===== config.mk =====
export PLATFORM = sky130hd
export DESIGN_NAME = matrix_stream_packer_flat
export DESIGN_NICKNAME = d
export VERILOG_FILES = /design/src/rtl/matrix_stream_packer_pkg.sv /design/src/rtl/matrix_stream_packer_if.sv /design/src/rtl/matrix_stream_packer_frame_slot_writer.sv /design/src/rtl/matrix_stream_packer.sv /design/src/flat_wrapper.sv
export SDC_FILE = /design/constraint.sdc
export NUM_CORES = 1
export LEC_CHECK = 0
export ABC_AREA = 0
export BUFFER_PORTS_ARGS = -buffer_cell sky130_fd_sc_hd__buf_2
export CORE_ASPECT_RATIO = 1.4
export CORE_MARGIN = 3
export CORE_UTILIZATION = 40
export CTS_CLUSTER_DIAMETER = 200
export DETAILED_ROUTE_END_ITERATION = 12
export GPL_TIMING_DRIVEN = 0
export PLACE_DENSITY = 0.73
export REMOVE_ABC_BUFFERS = 1
export SKIP_CTS_REPAIR_TIMING = 1
export SLEW_MARGIN = 20
export SYNTH_ARGS = -nofsm -noshare
export SYNTH_HDL_FRONTEND = slang
export SYNTH_HIERARCHICAL = 1
export SYNTH_SLANG_ARGS = --single-unit

===== constraint.sdc =====
create_clock -name clk -period 2.8 [get_ports clk]
set_input_delay 0 -clock clk [delete_from_list [all_inputs] [get_ports clk]]
set_output_delay 0 -clock clk [all_outputs]
set_load 0.02 [all_outputs]

===== src/rtl/matrix_stream_packer_pkg.sv =====
// Shared types, defaults and the slot-ordering function for the matrix stream packer.
package pca_pkg;

   localparam int unsigned ELEM_WIDTH = 8;
   localparam int unsigned DEF_ROWS   = 4;
   localparam int unsigned DEF_COLS   = 4;

   typedef logic [ELEM_WIDTH-1:0] elem_t;

   typedef enum logic {
      FILL = 1'b0,
      HOLD = 1'b1
   } pack_state_e;

   // Flat slot index of element (r,c): row-major k = r*cols+c, transposed k = c*rows+r.
   function automatic int unsigned slot_idx(input int unsigned r,
                                            input int unsigned c,
                                            input logic        transpose,
                                            input int unsigned rows,
                                            input int unsigned cols);
      return transpose ? (c * rows + r) : (r * cols + c);
   endfunction

endpackage


===== src/rtl/matrix_stream_packer_if.sv =====
// Row-in / frame-out handshake bundle of the matrix stream packer.
interface matrix_stream_packer_if
   import pca_pkg::*;
#(
   parameter int unsigned ROWS       = DEF_ROWS,
   parameter int unsigned COLS       = DEF_COLS,
   parameter int unsigned DATA_WIDTH = ELEM_WIDTH
);

   logic                            flush;
   logic                            transpose;
   logic                            in_valid;
   logic                            in_ready;
   logic [DATA_WIDTH-1:0]           in_row [COLS];
   logic                            in_last;
   logic                            out_valid;
   logic                            out_ready;
   logic [ROWS*COLS*DATA_WIDTH-1:0] out_frame;
   logic                            out_transposed;
   logic                            frame_err;

   // Producer / consumer side (drives rows, accepts frames).
   modport master (
      output flush, transpose, in_valid, in_row, in_last, out_ready,
      input  in_ready, out_valid, out_frame, out_transposed, frame_err
   );

   // Packer side.
   modport slave (
      input  flush, transpose, in_valid, in_row, in_last, out_ready,
      output in_ready, out_valid, out_frame, out_transposed, frame_err
   );

endinterface


===== src/rtl/matrix_stream_packer_frame_slot_writer.sv =====
// Combinational decode of one incoming row into per-slot write enables and data.
module frame_slot_writer
   import pca_pkg::*;
#(
   parameter int unsigned ROWS       = DEF_ROWS,
   parameter int unsigned COLS       = DEF_COLS,
   parameter int unsigned DATA_WIDTH = ELEM_WIDTH,
   parameter int unsigned CNT_W      = 2
) (
   input  logic                            wr_en_i,
   input  logic [CNT_W-1:0]                row_i,
   input  logic                            transpose_i,
   input  logic [DATA_WIDTH-1:0]           row_data_i [COLS],
   output logic [ROWS*COLS-1:0]            slot_we_o,
   output logic [ROWS*COLS*DATA_WIDTH-1:0] slot_data_o
);

   for (genvar k = 0; k < ROWS*COLS; k++) begin : g_slot
      localparam int unsigned K = k;
      logic                  we;
      logic [DATA_WIDTH-1:0] data;

      // Find which column of the current row (if any) lands in slot K.
      always_comb begin
         // NOTE: defaults first so every path assigns we/data and no latch is inferred.
         we   = 1'b0;
         data = '0;
         for (int unsigned c = 0; c < COLS; c++) begin
            if (slot_idx(32'(row_i), c, transpose_i, ROWS, COLS) == K) begin
               we   = wr_en_i;
               data = row_data_i[c];
            end
         end
      end

      assign slot_we_o[k]                                = we;
      assign slot_data_o[k*DATA_WIDTH +: DATA_WIDTH]     = data;
   end

endmodule


===== src/rtl/matrix_stream_packer.sv =====
// Assembles ROWS streamed rows into one packed frame (row-major or transposed)
// and presents it on a valid/ready output.
module matrix_stream_packer
   import pca_pkg::*;
#(
   parameter int unsigned ROWS       = DEF_ROWS,
   parameter int unsigned COLS       = DEF_COLS,
   parameter int unsigned DATA_WIDTH = ELEM_WIDTH
) (
   input  logic                   clk,
   input  logic                   rst_n,
   matrix_stream_packer_if.slave  bus
);

   localparam int unsigned       CNT_W    = (ROWS > 1) ? $clog2(ROWS) : 1;
   localparam int unsigned       FRAME_W  = ROWS * COLS * DATA_WIDTH;
   localparam logic [CNT_W-1:0]  LAST_ROW = CNT_W'(ROWS - 1);

   pack_state_e          state_q;
   logic [CNT_W-1:0]     row_cnt_q;
   logic                 mode_q;
   logic                 out_valid_q;
   logic                 frame_err_q;
   logic [FRAME_W-1:0]   frame_q;
   logic [FRAME_W-1:0]   frame_d;

   logic                 in_ready_w;
   logic                 accept;
   logic                 last_row;
   logic                 beat_mode;
   logic [ROWS*COLS-1:0] slot_we;
   logic [FRAME_W-1:0]   slot_data;

   // Flush blocks acceptance so a beat in the flush cycle is dropped.
   assign in_ready_w = (state_q == FILL) && !bus.flush;
   assign accept     = bus.in_valid && in_ready_w;
   assign last_row   = (row_cnt_q == LAST_ROW);
   // Mode is taken from the input only on the first row, then held for the frame.
   assign beat_mode  = (row_cnt_q == '0) ? bus.transpose : mode_q;

   frame_slot_writer #(
      .ROWS       (ROWS),
      .COLS       (COLS),
      .DATA_WIDTH (DATA_WIDTH),
      .CNT_W      (CNT_W)
   ) u_writer (
      .wr_en_i     (accept),
      .row_i       (row_cnt_q),
      .transpose_i (beat_mode),
      .row_data_i  (bus.in_row),
      .slot_we_o   (slot_we),
      .slot_data_o (slot_data)
   );

   // Unwritten slots keep their previous contents.
   for (genvar k = 0; k < ROWS*COLS; k++) begin : g_merge
      assign frame_d[k*DATA_WIDTH +: DATA_WIDTH] =
         slot_we[k] ? slot_data[k*DATA_WIDTH +: DATA_WIDTH]
                    : frame_q[k*DATA_WIDTH +: DATA_WIDTH];
   end

   // Frame storage: updated on every accepted row.
   always_ff @(posedge clk or negedge rst_n) begin
      // NOTE: the frame buffer is reset because out_frame must read zero after reset.
      if (!rst_n) begin
         frame_q <= '0;
      end else if (accept) begin
         frame_q <= frame_d;
      end
   end

   // Fill/hold FSM with row counter, mode latch and sticky framing error.
   always_ff @(posedge clk or negedge rst_n) begin
      if (!rst_n) begin
         state_q     <= FILL;
         row_cnt_q   <= '0;
         mode_q      <= 1'b0;
         out_valid_q <= 1'b0;
         frame_err_q <= 1'b0;
      end else begin
         // NOTE: non-blocking assignments keep all state updates based on pre-edge values.
         case (state_q)
            FILL: begin
               if (bus.flush) begin
                  row_cnt_q <= '0;
               end else if (accept) begin
                  mode_q <= beat_mode;
                  if (bus.in_last != last_row) begin
                     frame_err_q <= 1'b1;
                  end
                  if (last_row) begin
                     row_cnt_q   <= '0;
                     state_q     <= HOLD;
                     out_valid_q <= 1'b1;
                  end else begin
                     row_cnt_q <= row_cnt_q + 1'b1;
                  end
               end
            end
            HOLD: begin
               if (out_valid_q && bus.out_ready) begin
                  out_valid_q <= 1'b0;
                  state_q     <= FILL;
               end
            end
            default: begin
               state_q <= FILL;
            end
         endcase
      end
   end

   assign bus.in_ready       = in_ready_w;
   assign bus.out_valid      = out_valid_q;
   assign bus.out_frame      = frame_q;
   assign bus.out_transposed = mode_q;
   assign bus.frame_err      = frame_err_q;

endmodule


===== src/flat_wrapper.sv =====
// flat-port wrapper written by rule: the top's interface ports become plain ports
module matrix_stream_packer_flat import pca_pkg::*;
#(
   parameter int unsigned ROWS       = DEF_ROWS,
   parameter int unsigned COLS       = DEF_COLS,
   parameter int unsigned DATA_WIDTH = ELEM_WIDTH
)
  (clk, rst_n, bus_flush, bus_transpose, bus_in_valid, bus_in_row, bus_in_last, bus_out_ready, bus_in_ready, bus_out_valid, bus_out_frame, bus_out_transposed, bus_frame_err);
  matrix_stream_packer_if #(.ROWS(ROWS), .COLS(COLS), .DATA_WIDTH(DATA_WIDTH)) bus_i ();
  input  logic clk;
  input  logic rst_n;
  input wire logic [$bits(bus_i.flush)-1:0] bus_flush;
  input wire logic [$bits(bus_i.transpose)-1:0] bus_transpose;
  input wire logic [$bits(bus_i.in_valid)-1:0] bus_in_valid;
  input wire logic [$bits(bus_i.in_row)-1:0] bus_in_row;
  input wire logic [$bits(bus_i.in_last)-1:0] bus_in_last;
  input wire logic [$bits(bus_i.out_ready)-1:0] bus_out_ready;
  output wire logic [$bits(bus_i.in_ready)-1:0] bus_in_ready;
  output wire logic [$bits(bus_i.out_valid)-1:0] bus_out_valid;
  output wire logic [$bits(bus_i.out_frame)-1:0] bus_out_frame;
  output wire logic [$bits(bus_i.out_transposed)-1:0] bus_out_transposed;
  output wire logic [$bits(bus_i.frame_err)-1:0] bus_frame_err;
  assign bus_i.flush = bus_flush;
  assign bus_i.transpose = bus_transpose;
  assign bus_i.in_valid = bus_in_valid;
  assign bus_i.in_row = {>>{bus_in_row}};
  assign bus_i.in_last = bus_in_last;
  assign bus_i.out_ready = bus_out_ready;
  assign bus_in_ready = bus_i.in_ready;
  assign bus_out_valid = bus_i.out_valid;
  assign bus_out_frame = bus_i.out_frame;
  assign bus_out_transposed = bus_i.out_transposed;
  assign bus_frame_err = bus_i.frame_err;
  matrix_stream_packer #(.ROWS(ROWS), .COLS(COLS), .DATA_WIDTH(DATA_WIDTH)) u_core (.clk(clk), .rst_n(rst_n), .bus(bus_i));
endmodule

* Word level (Yosys, flattened, before mapping)
Index checks and enable logic that the tools add are counted.
** Storage, ports and cells
- Register bits :: 134
- Input bits :: 39
- Logic and storage cells :: 272
** Operators by class
- $add $sub $neg :: 7
- Equality and inequality tests :: 66
- Muxes and demuxes :: 146
- Bitwise operators :: 2
- Reduce and logical (&&, ||, !) cells :: 30
** Operators with widths (number)
- == test 32 x 4 -> 1 bit (second input constant) :: 28
- == test 32 x 3 -> 1 bit (second input constant) :: 16
- two-way mux 8 bit :: 64
- == test 32 x 2 -> 1 bit (second input constant) :: 8
- == test 32 x 1 -> 1 bit (second input constant) :: 4
- zero test 32 bit :: 4
- two-way mux 1 bit :: 73
- AND reduction 2 bit :: 17
- == test 5 x 4 -> 1 bit (second input constant) :: 3
- two-way mux 5 bit :: 3
- adder 4 x 2 -> 5 bit (first input constant) :: 2
- adder 4 x 2 -> 5 bit (second input constant) :: 2
- AND reduction 4 bit :: 2
- two-way mux 2 bit :: 3
- inequality test 2 bit (second input constant) :: 3
- adder 4 x 1 -> 5 bit (second input constant) :: 1
- adder 3 x 2 -> 4 bit (first input constant) :: 1
- == test 4 bit (second input constant) :: 1
- two-way mux 4 bit :: 1
- case mux 1 bit (2 select lines) :: 2
- logical AND 1 bit :: 3
- AND reduction 3 bit :: 1
- adder 2 x 1 -> 2 bit (second input constant) :: 1
- == test 2 bit (second input constant) :: 1
- other kinds (6) :: 7

* Depth between registers and ports, before layout
Gate-level depths: netlist of run 1.
- Depth in word-level cells :: 9
- Depth in mapped cells :: 12
- Depth with buffers taken out :: 7

* By module
Netlist of run 1, hierarchy kept.
** By module, submodules not included
- matrix_stream_packer :: times used 1, cells an instance 320, area an instance 5251.3 um^2, sequential area each 3353.2 um^2
- frame_slot_writer :: times used 1, cells an instance 280, area an instance 1696.6 um^2, sequential area each 0.0 um^2

* Least setup slack after synthesis of run 1
Ideal clock, no wire load.
- Path type :: register -> register
- From :: register u_core.state_q
- To :: register u_core.frame_q[48] (netlist: u_core/bus.out_frame[48])
- Library setup time :: 0.125 ns
- Arrival :: 2.568 ns
- Slack :: 0.107 ns
- Stages on the path, launching flop included :: 9
- Clock period less this slack :: 2.693 ns
- Cells stage by stage :: dfrtp_1 buf_2 nor3b_1 nand2_1 o22ai_1 buf_4 nor4bb_1 buf_2 mux2_2
** On the way
- Cells in the longest elaborated chain, start to end :: 8
** RTL lines
- start, declared :: line matrix_stream_packer.sv:19 : pack_state_e state_q;
- start signal, assigned :: line matrix_stream_packer.sv:75 : state_q <= FILL;
- start signal, assigned :: line matrix_stream_packer.sv:93 : state_q <= HOLD;
- start signal, assigned :: line matrix_stream_packer.sv:103 : state_q <= FILL;
- inverter 1 bit (no source line) (*)
- logical AND 1 bit (*) :: line matrix_stream_packer.sv:35 : assign in_ready_w = (state_q == FILL) && !bus.flush;
- logical AND 1 bit (*) :: line matrix_stream_packer.sv:36 : assign accept = bus.in_valid && in_ready_w;
- via u_core.accept :: line matrix_stream_packer.sv:28 : logic accept;
- two-way mux 1 bit (3 in a row) :: line matrix_stream_packer_frame_slot_writer.sv:29 : if (slot_idx(32'(row_i), c, transpose_i, ROWS, COLS) == K) begin
- two-way mux 1 bit (*) :: line matrix_stream_packer_frame_slot_writer.sv:29
- via u_core.u_writer.g_slot[6].we :: line matrix_stream_packer_frame_slot_writer.sv:20 : logic we;
- AND reduction 2 bit (no source line) (*)
- end signal, assigned :: line matrix_stream_packer.sv:68 : frame_q <= frame_d;
- end, declared :: line matrix_stream_packer.sv:24 : logic [FRAME_W-1:0] frame_q;
The timed path passes the listed nets; every way through them passes the cells marked *.
A chain may end at the register's enable or synchronous reset.

* Worst setup path in the final report of run 1
- From :: register u_core.row_cnt_q[1]
- To :: register u_core.frame_q[69] (netlist: u_core/bus.out_frame[69])
** On the way
- Cells in the longest elaborated chain, start to end :: 9
** RTL lines
- start, declared :: line matrix_stream_packer.sv:20 : logic [CNT_W-1:0] row_cnt_q;
- start signal, assigned :: line matrix_stream_packer.sv:96 : row_cnt_q <= row_cnt_q + 1'b1;
- zero test 2 bit (*) :: line matrix_stream_packer.sv:39 : assign beat_mode = (row_cnt_q == '0) ? bus.transpose : mode_q;
- two-way mux 1 bit (*) :: line matrix_stream_packer.sv:39
- via u_core.beat_mode :: line matrix_stream_packer.sv:30 : logic beat_mode;
- two-way mux 4 bit :: line matrix_stream_packer_pkg.sv:21 : return transpose ? (c * rows + r) : (r * cols + c);
- == test 32 x 4 -> 1 bit :: line matrix_stream_packer_frame_slot_writer.sv:29
- two-way mux 1 bit (3 in a row) :: line matrix_stream_packer_frame_slot_writer.sv:29
- two-way mux 1 bit (*) :: line matrix_stream_packer_frame_slot_writer.sv:29
- via u_core.slot_we[8] :: line matrix_stream_packer.sv:31 : logic [ROWS*COLS-1:0] slot_we;
- AND reduction 2 bit (no source line) (*)
Marks and branches as above.

==> results.txt, run 1 <==
The fraction of the cycle the final worst path needs was 96.9%; the average wire per standard cell was 21.1 µm. The fmax is 369 MHz. The die is 162 µm tall. For the count of unique library cells instantiated by Yosys, the log shows 30.

The detailed-router iteration count before antenna repair was 5. For the number of antenna violations at the first check in global routing, the log shows 0. TritonCTS built the clock tree. The logs give 0.00454 µW for the static leakage power and 28.4% for the share of power burned in the clock network.

After layout, the worst setup slack is 86.8 ps. The number of buffers inserted during clock tree synthesis came out at 17. Setup violations remaining at the end of the flow were counted as 0.

Entering global routing, the biggest net connects 82 pins. The clock-pin slew on the worst setup and hold paths is 60 ps. The die area was 19,000 µm²; the initial detailed-routing violation count was 397.

The root buffer cell chosen for the clock tree is clkbuf_16. Number of nets with antenna violations after detailed routing: 0. In the synthesized netlist the async set-or-reset flop fraction comes to 100%. Global routing used 21.0% of the available tracks across all layers.

The mean post-synth cell area is 11.6 µm², and the number of levels in the clock H-tree is 4. Row generation in the floorplan step produced 56 rows. The synthesized netlist occupies a cell area of 6950 µm². The run gives 5250 µW as the internal power contribution. The synthesized instance count is 600, and the power density over cell area is 935 nW/µm².

The total number of clock tree sinks came out at 134. The critical path goes through inv_2, ha_2, mux2_4, nand2b_4, a21oi_1, nor4bb_4, buf_4, mux2_2. The logs give 0 for the residual overflow from global routing and 0 for the number of remaining DRC errors.

The logs give 5,368 for the number of global-route vias before repair and 34.3% for the headroom to the max-slew limit. The kind of end point of the critical path was a register. The x dimension of the die is 117 µm, and the worst hold margin is -16.5 ps. From synthesis to final layout, the design area changed by 30.4%. The run gives 3010 ps as the data arrival time of the critical path. The tools report the number of hold-slack violations in the final timing report as 5.

Cells with a size suffix above 1 make up 51.6% of the layout. The first global-routing pass estimated 31,100 µm of wire. Max-cap violations in this run came to 0. In this run the worst path has a maximum fanout of 16. The slew at the pin closest to its max-slew limit was 972 ps. The maximum clock skew at final layout came out at 5.55 ps. The number of antenna diodes in the final layout is 0. The final reports fail on hold timing. The kind of launch point of the worst setup path was a register. The number of nets in the layout came out at 816. The critical setup path kind was reg2reg.

In the routed layout, each cell is associated on average with a via count of 5.42. Total of fill cells in the finished design: 1,513. The routed via count is 5,520. The master of the slowest instance on the critical path is dfrtp_4.

Before CTS, the worst setup slack after placement is -725 ps. The starting density of the core came out at 41.1%. The clock passes through at most 2 buffers. The synthesized design contains 134 register bits. The prevailing post-synth register cell was dfrtp_1. Net load switching power: 3220 µW.

Yosys mapped a number of flops with a built-in enable equal to 0. The number of warning messages in the yosys log was 6. Setup repair after global routing could not meet its margin everywhere.

The run finished, with violations left. Net switching is 38.0% of the power. On the worst path, the slowest cell contributes a delay of 570 ps. The core region is 16,900 µm². The clock period minus final worst setup slack came out at 2710 ps. For this design the top-level I/O count stands at 171. For the number of slew-limit violations in the final report, the log shows 0. The tools report the insertion delay of the later-clocked pin in the worst-skew pair as 410 ps.

Data on the critical path is required at its endpoint by 3100 ps. The tools report the part of the total power dissipated in combinational logic as 39.4%. In this run the tool buffered the top-level ports with 170 buffer cells. Across the VDD grid, the largest voltage drop is 0.000451 V. The final routed wirelength across all metal layers was 21,600 µm; the sequential cell fraction of total power was 32.2%. The placer congestion estimate was 0.840. Type of the tightest min-delay check: in2reg. The completed layout was analyzed and its total power is 8470 µW. For this run, the register share of the synthesized area comes to 48.3%.

The tools report the post-DP HPWL as 14,800 µm.
==> worst max-delay path, delay by kind of cell (launching register included) <==
kind | cells | cell delay (ps)
buf+inv | 2 | 300
simple gates | 2 | 650
fa+ha+maj | 1 | 180
mux | 2 | 730
flops | 1 | 570
compound gates | 1 | 160
==> kinds of logic (layout without fill, tap and decap cells) <==
kind of cell    Yosys count  count (layout)  synth area share [%]
mux                     131             131                  21.2
buf+inv                  76             259                  6.99
xor+xnor                  1               1                 0.126
flops                   134             134                  48.3
fa+ha+maj                 2               2                 0.360
simple gates            146             150                  12.8
compound gates          110             110                  10.2
==> worst paths after layout <==
| path | start | to | slack, ps | cells past startpoint |
|---|---|---|---|---|
| max | u_core/row_cnt_q[1] | u_core/bus.out_frame[69] | 90 | 8 |
| min | bus_in_row[19] | u_core/bus.out_frame[43] | -20 | 3 |
| max reg2reg | u_core/row_cnt_q[1] | u_core/bus.out_frame[69] | 90 | 8 |
| min reg2reg | u_core/bus.frame_err | u_core/bus.frame_err | 470 | 1 |
| max in group asynchronous | rst_n | u_core/bus.out_frame[4] | 1960 | 3 |
| min in group asynchronous | rst_n | u_core/bus.out_frame[93] | 100 | 2 |
==> synth_stat cells, drive strengths merged (3+ instances only) <==
| library cell | number | area (µm²) |
|---|---|---|
| and3b | 5 | 43.8 |
| clkbuf | 8 | 30.0 |
| dfrtp | 134 | 3350 |
| nor4bb | 17 | 170 |
| and2 | 27 | 169 |
| mux2 | 131 | 1480 |
| or2 | 3 | 18.8 |
| o22ai | 100 | 644 |
| nand2b | 41 | 257 |
| and3 | 9 | 56.3 |
| nand2 | 38 | 143 |
| buf | 65 | 444 |
| inv | 3 | 11.3 |
| a21oi | 4 | 20.0 |
==> stage by stage <==
| stage | instances | util, % | hold WS, ps | area [µm²] | setup TNS, ps |
|---|---|---|---|---|---|
| final | 1019 | 53.7 | -16.5 | 9060 | 0 |
| after global routing | 1019 | 53.7 | -1.89 | 9060 | -31.4 |
| after CTS | 979 | 50.6 | -502 | 8540 | -48240 |
| after detailed placement | 948 | 46.8 | -53.5 | 7910 | -46250 |
| after global placement | 929 | 45.1 | 247 | 7610 | -278070 |
| after floorplan | 527 | - | -296 | 6470 | -90300 |
==> sequential cells by signal, summed over array words and instances, names as in the netlist <==
signal / count
u_core/state_q: 1
u_core/bus.frame_err: 1
u_core/bus.out_frame: 128
u_core/row_cnt_q: 2
u_core/bus.out_transposed: 1
u_core/bus.out_valid: 1
==> power groups by stage <==
stage / clock [µW] / sequential, µW / combinational, µW
floorplan: 0 / 3210 / 1330
global placement: 0 / 2800 / 2740
detailed placement: 0 / 2770 / 2950
CTS: 2440 / 2740 / 2960
global route: 2540 / 2790 / 3550
finish: 2400 / 2730 / 3340
==> cell usage in the layout (no fill, tap or decap), types with 2 or more instances in the layout <==
cell type	instances
nand2b_2	4
buf_4	22
inv_6	4
buf_16	3
inv_1	2
a21oi_1	4
o22ai_2	3
nand2b_4	4
and3_1	9
clkbuf_4	4
dfrtp_4	3
clkinvlp_4	2
a21o_1	2
nand2b_1	37
mux2_2	130
and2_1	27
nor4bb_2	5
clkinv_4	3
o22ai_1	97
buf_2	176
nor4bb_4	11
dfrtp_1	131
dlygate4sd3_1	18
bufinv_16	4
nor2_1	2
nand2_1	37
clkbuf_16	17
and3b_1	5
or2_2	2
==> layout make-up <==
type / instances / area, µm² / share of cell area (%)
clock buffers: 18 / 439 / 4.85
multi-input cells: 394 / 3390 / 37.5
well taps: 232 / 290 / 3.20
flip-flops and latches: 134 / 3360 / 37.1
clock inverters: 13 / 196 / 2.17
inverters: 3 / 11.3 / 0.124
repair buffers: 225 / 1370 / 15.1
==> layer usage <==
| metal | vias up | global-route usage, % | share of wire (%) |
|---|---|---|---|
| met1 | 2726 | 25.5 | 40 |
| met5 | - | 0 | 0 |
| met3 | 53 | 3.97 | 4.6 |
| met2 | 216 | 35.6 | 51 |
| met4 | 0 | 11.0 | 4.2 |
| li1 | 2525 | - | - |
(Power assumes the default switching activity.)
==> run 2: changes to the inputs <==
- BUFFER_PORTS_ARGS: -buffer_cell sky130_fd_sc_hd__buf_2 -> not set
- DONT_BUFFER_PORTS: not set -> 1
- PLACE_DENSITY: 0.73 -> 0.64
==> run 2 against run 1 <==
The run still ends with hold timing left. Non-clock buffer count shrank 148. Sequential share of layout area grew 2.8 points. Die area is the same. Count of clock-buffer cells in the layout grew 1. Setup slack lost 1.8 ps. Critical path type unchanged.
==> results.txt, run 2 (same netlist as run 1, synthesis figures left out) <==
The clock period minus final worst setup slack came out at 2720 ps (+1.83 ps). The post-DP HPWL is 14,600 µm (-1.7%). The stage delay of the slowest cell on the critical path works out to 500 ps (-70 ps). From synthesis to final layout, the design area changed by 21.1%. The run gives 4 (unchanged) as the number of levels in the clock H-tree. Master of the slowest instance on the critical path: dfrtp_4.

The initial detailed-routing violation count is 424 (+6.8%). The fmax was 368 MHz (about the same); the residual overflow from global routing was 0 (unchanged). The logs give 135 (+65%) for the largest net degree at the start of global routing and 171 (unchanged) for the I/O pin count. Average wire per standard cell: 25.3 µm (+20%). The run gives 0 (unchanged) as the number of antenna cells inserted. Leaving out fill and tap cells, the most frequent cells in the layout are dfrtp_1 (131), mux2_2 (130), o22ai_1 (97).

TritonCTS built the clock tree. The logs give 49.8% (-3.8 points) for the post-layout utilization of the core and 410 ps (about the same) for the insertion delay of the later-clocked pin in the worst-skew pair. The worst hold margin was -713 ps (-697 ps).

The flow ran to the end, but the final reports show violations. Placer congestion estimate: 0.851 (+1.3%). The share of layout cells above drive strength 1 works out to 36.2% (-15 points). Leaving out fill and tap cells, the most frequent cell in the layout is dfrtp_1. The clock-pin slew on the worst setup and hold paths is 60 ps (about the same), and the maximum clock skew at final layout is 10.9 ps (+5.38 ps). The register-to-register path setup slack was 80 ps (about the same); the x dimension of the die was 117 µm (unchanged).

The number of slew-limit violations in the final report was 0 (unchanged). The number of nets in the layout is 667 (-18%). For the power consumption, the log shows 7950 µW (-6.1%). The worst endpoint required time was 3090 ps (about the same); the final instance area was 8410 µm² (-7.1%). The tools report the CTS root buffer as clkbuf_16.

By startpoint and endpoint, the worst setup path is classified as reg2reg. The number of remaining DRC errors is 0 (unchanged), and the count of max-cap constraint violations is 0 (unchanged). The number of flip-flops under the largest register name is 128 (unchanged), and the slew at the pin closest to its max-slew limit is 922 ps (-50.5 ps).

The logs give 0 (unchanged) for the final setup violation count and 4,912 (-8.5%) for the number of global-route vias before repair. In this run the worst setup path begins at u_core/row_cnt_q[1]. The static leakage power is 0.00379 µW (-17%), and the maximum vdd ir drop is 0.000420 V (-6.8%). The number of antenna violations at the first check in global routing is 0 (unchanged). Walking the worst path, the cells encountered are buf_16, inv_1, ha_1, mux2_4, nand2b_4, and3b_1, nor4bb_4, buf_4, mux2_2. The worst flop-to-flop path startpoint was u_core/row_cnt_q[1]. The detailed-router iteration count before antenna repair is 5 (unchanged), and the final routed wirelength across all metal layers is 22,000 µm (+2.3%). The worst slack after detailed placement is -1040 ps (-310 ps). The tools report the area of placed instances as 7010 µm² (-11%).

The worst hold path belongs to the class in2async. The number of nets with antenna violations after detailed routing is 0 (unchanged). The average vias per placed instance works out to 5.94 (+9.7%). The tools report the headroom to the max-slew limit as 37.7% (+3.4 points).

The number of placement rows was 56 (unchanged). The setup total negative slack was 0 ps (unchanged); the number of buffers inserted by port buffering was 0 (-100%). The logs give 16,900 µm² (unchanged) for the area inside the core boundary and 2 (unchanged) for the deepest clock path buffer count.

The starting density of the core was 41.1% (unchanged); the maximum fanout count along the critical path was 32 (+16). The tools report the total number of clock tree sinks as 134 (unchanged). The power density over cell area was 945 nW/µm² (+1.1%). The die area was 19,000 µm² (unchanged).

For the routed via count, the log shows 5,174 (-6.3%). Kind of launch point of the worst setup path: a register. The final reports fail on hold timing. The global router's overall resource usage is 20.4% (-0.55 points), and the wire length of the first global-routing pass is 30,000 µm (-3.5%). The worst-case setup margin in the final layout came out at 85.0 ps (-1.83 ps). Number of buffers inserted during clock tree synthesis: 17 (unchanged). The data arrival time of the critical path was 3000 ps (about the same).

The kind of end point of the critical path was a register. The number of hold-slack violations in the final timing report is 134 (+129), and the fraction of the cycle the final worst path needs is 97.0% (about the same). The floorplan die height was 162 µm (unchanged).
run 2: cell types whose count changed in the layout (fill, tap and decap cells not counted), moves of 2 or more:
cell,change
buf_4,+4
nor4bb_2,-2
nor4bb_4,+2
clkbuf_4,-4
dlygate4sd3_1,+23
buf_2,-172
run 2: path summary, 6_finish.rpt:
path                                            end  cells past startpoint
max                        u_core/bus.out_frame[91]                      9
min reg2reg                u_core/bus.out_frame[11]                      1
min in group clk           u_core/bus.out_frame[16]                      3
min                        u_core/bus.out_frame[17]                      0
max in group asynchronous  u_core/bus.out_frame[90]                      0
max reg2reg                u_core/bus.out_frame[91]                      9
run 2: critical path, delay by kind of cell, from the launching register on:
| kind | cells | cell delay, ps |
|---|---|---|
| multiplexers | 2 | 740 |
| AND/OR/NAND/NOR | 3 | 700 |
| flip-flops | 1 | 500 |
| buffers and inverters | 3 | 460 |
| adder cells (fa/ha/maj) | 1 | 170 |
run 2: cell type report:
cell class | count | area, µm²
fillers | 1447 | 8470
multi-input cells | 393 | 3400
flip-flops and latches | 134 | 3360
repair buffers | 77 | 737
clock buffers | 19 | 443
well taps | 232 | 290
clock inverters | 13 | 171
inverters | 3 | 11.3
run 2: layer usage:
metal	vias up	track usage [%]	part of all wire, %
met5	-	0	0
met4	0	9.66	5.8
met3	64	8.50	8.5
met2	278	34.8	50
met1	2596	22.1	36
li1	2236	-	-
run 2: power by group:
group          switching [µW]  leakage, µW  internal [µW]
clock                     872     0.000295           1440
combinational            1220      0.00167           1040
sequential               1010      0.00182           2370
total                    3100      0.00379           4850
run 2: metrics by stage:
stage	hold slack, ps	std cells
finish	-713	871
global route	-746	871
CTS	-735	805
detailed placement	-293	773
global placement	-292	759
floorplan	-296	527
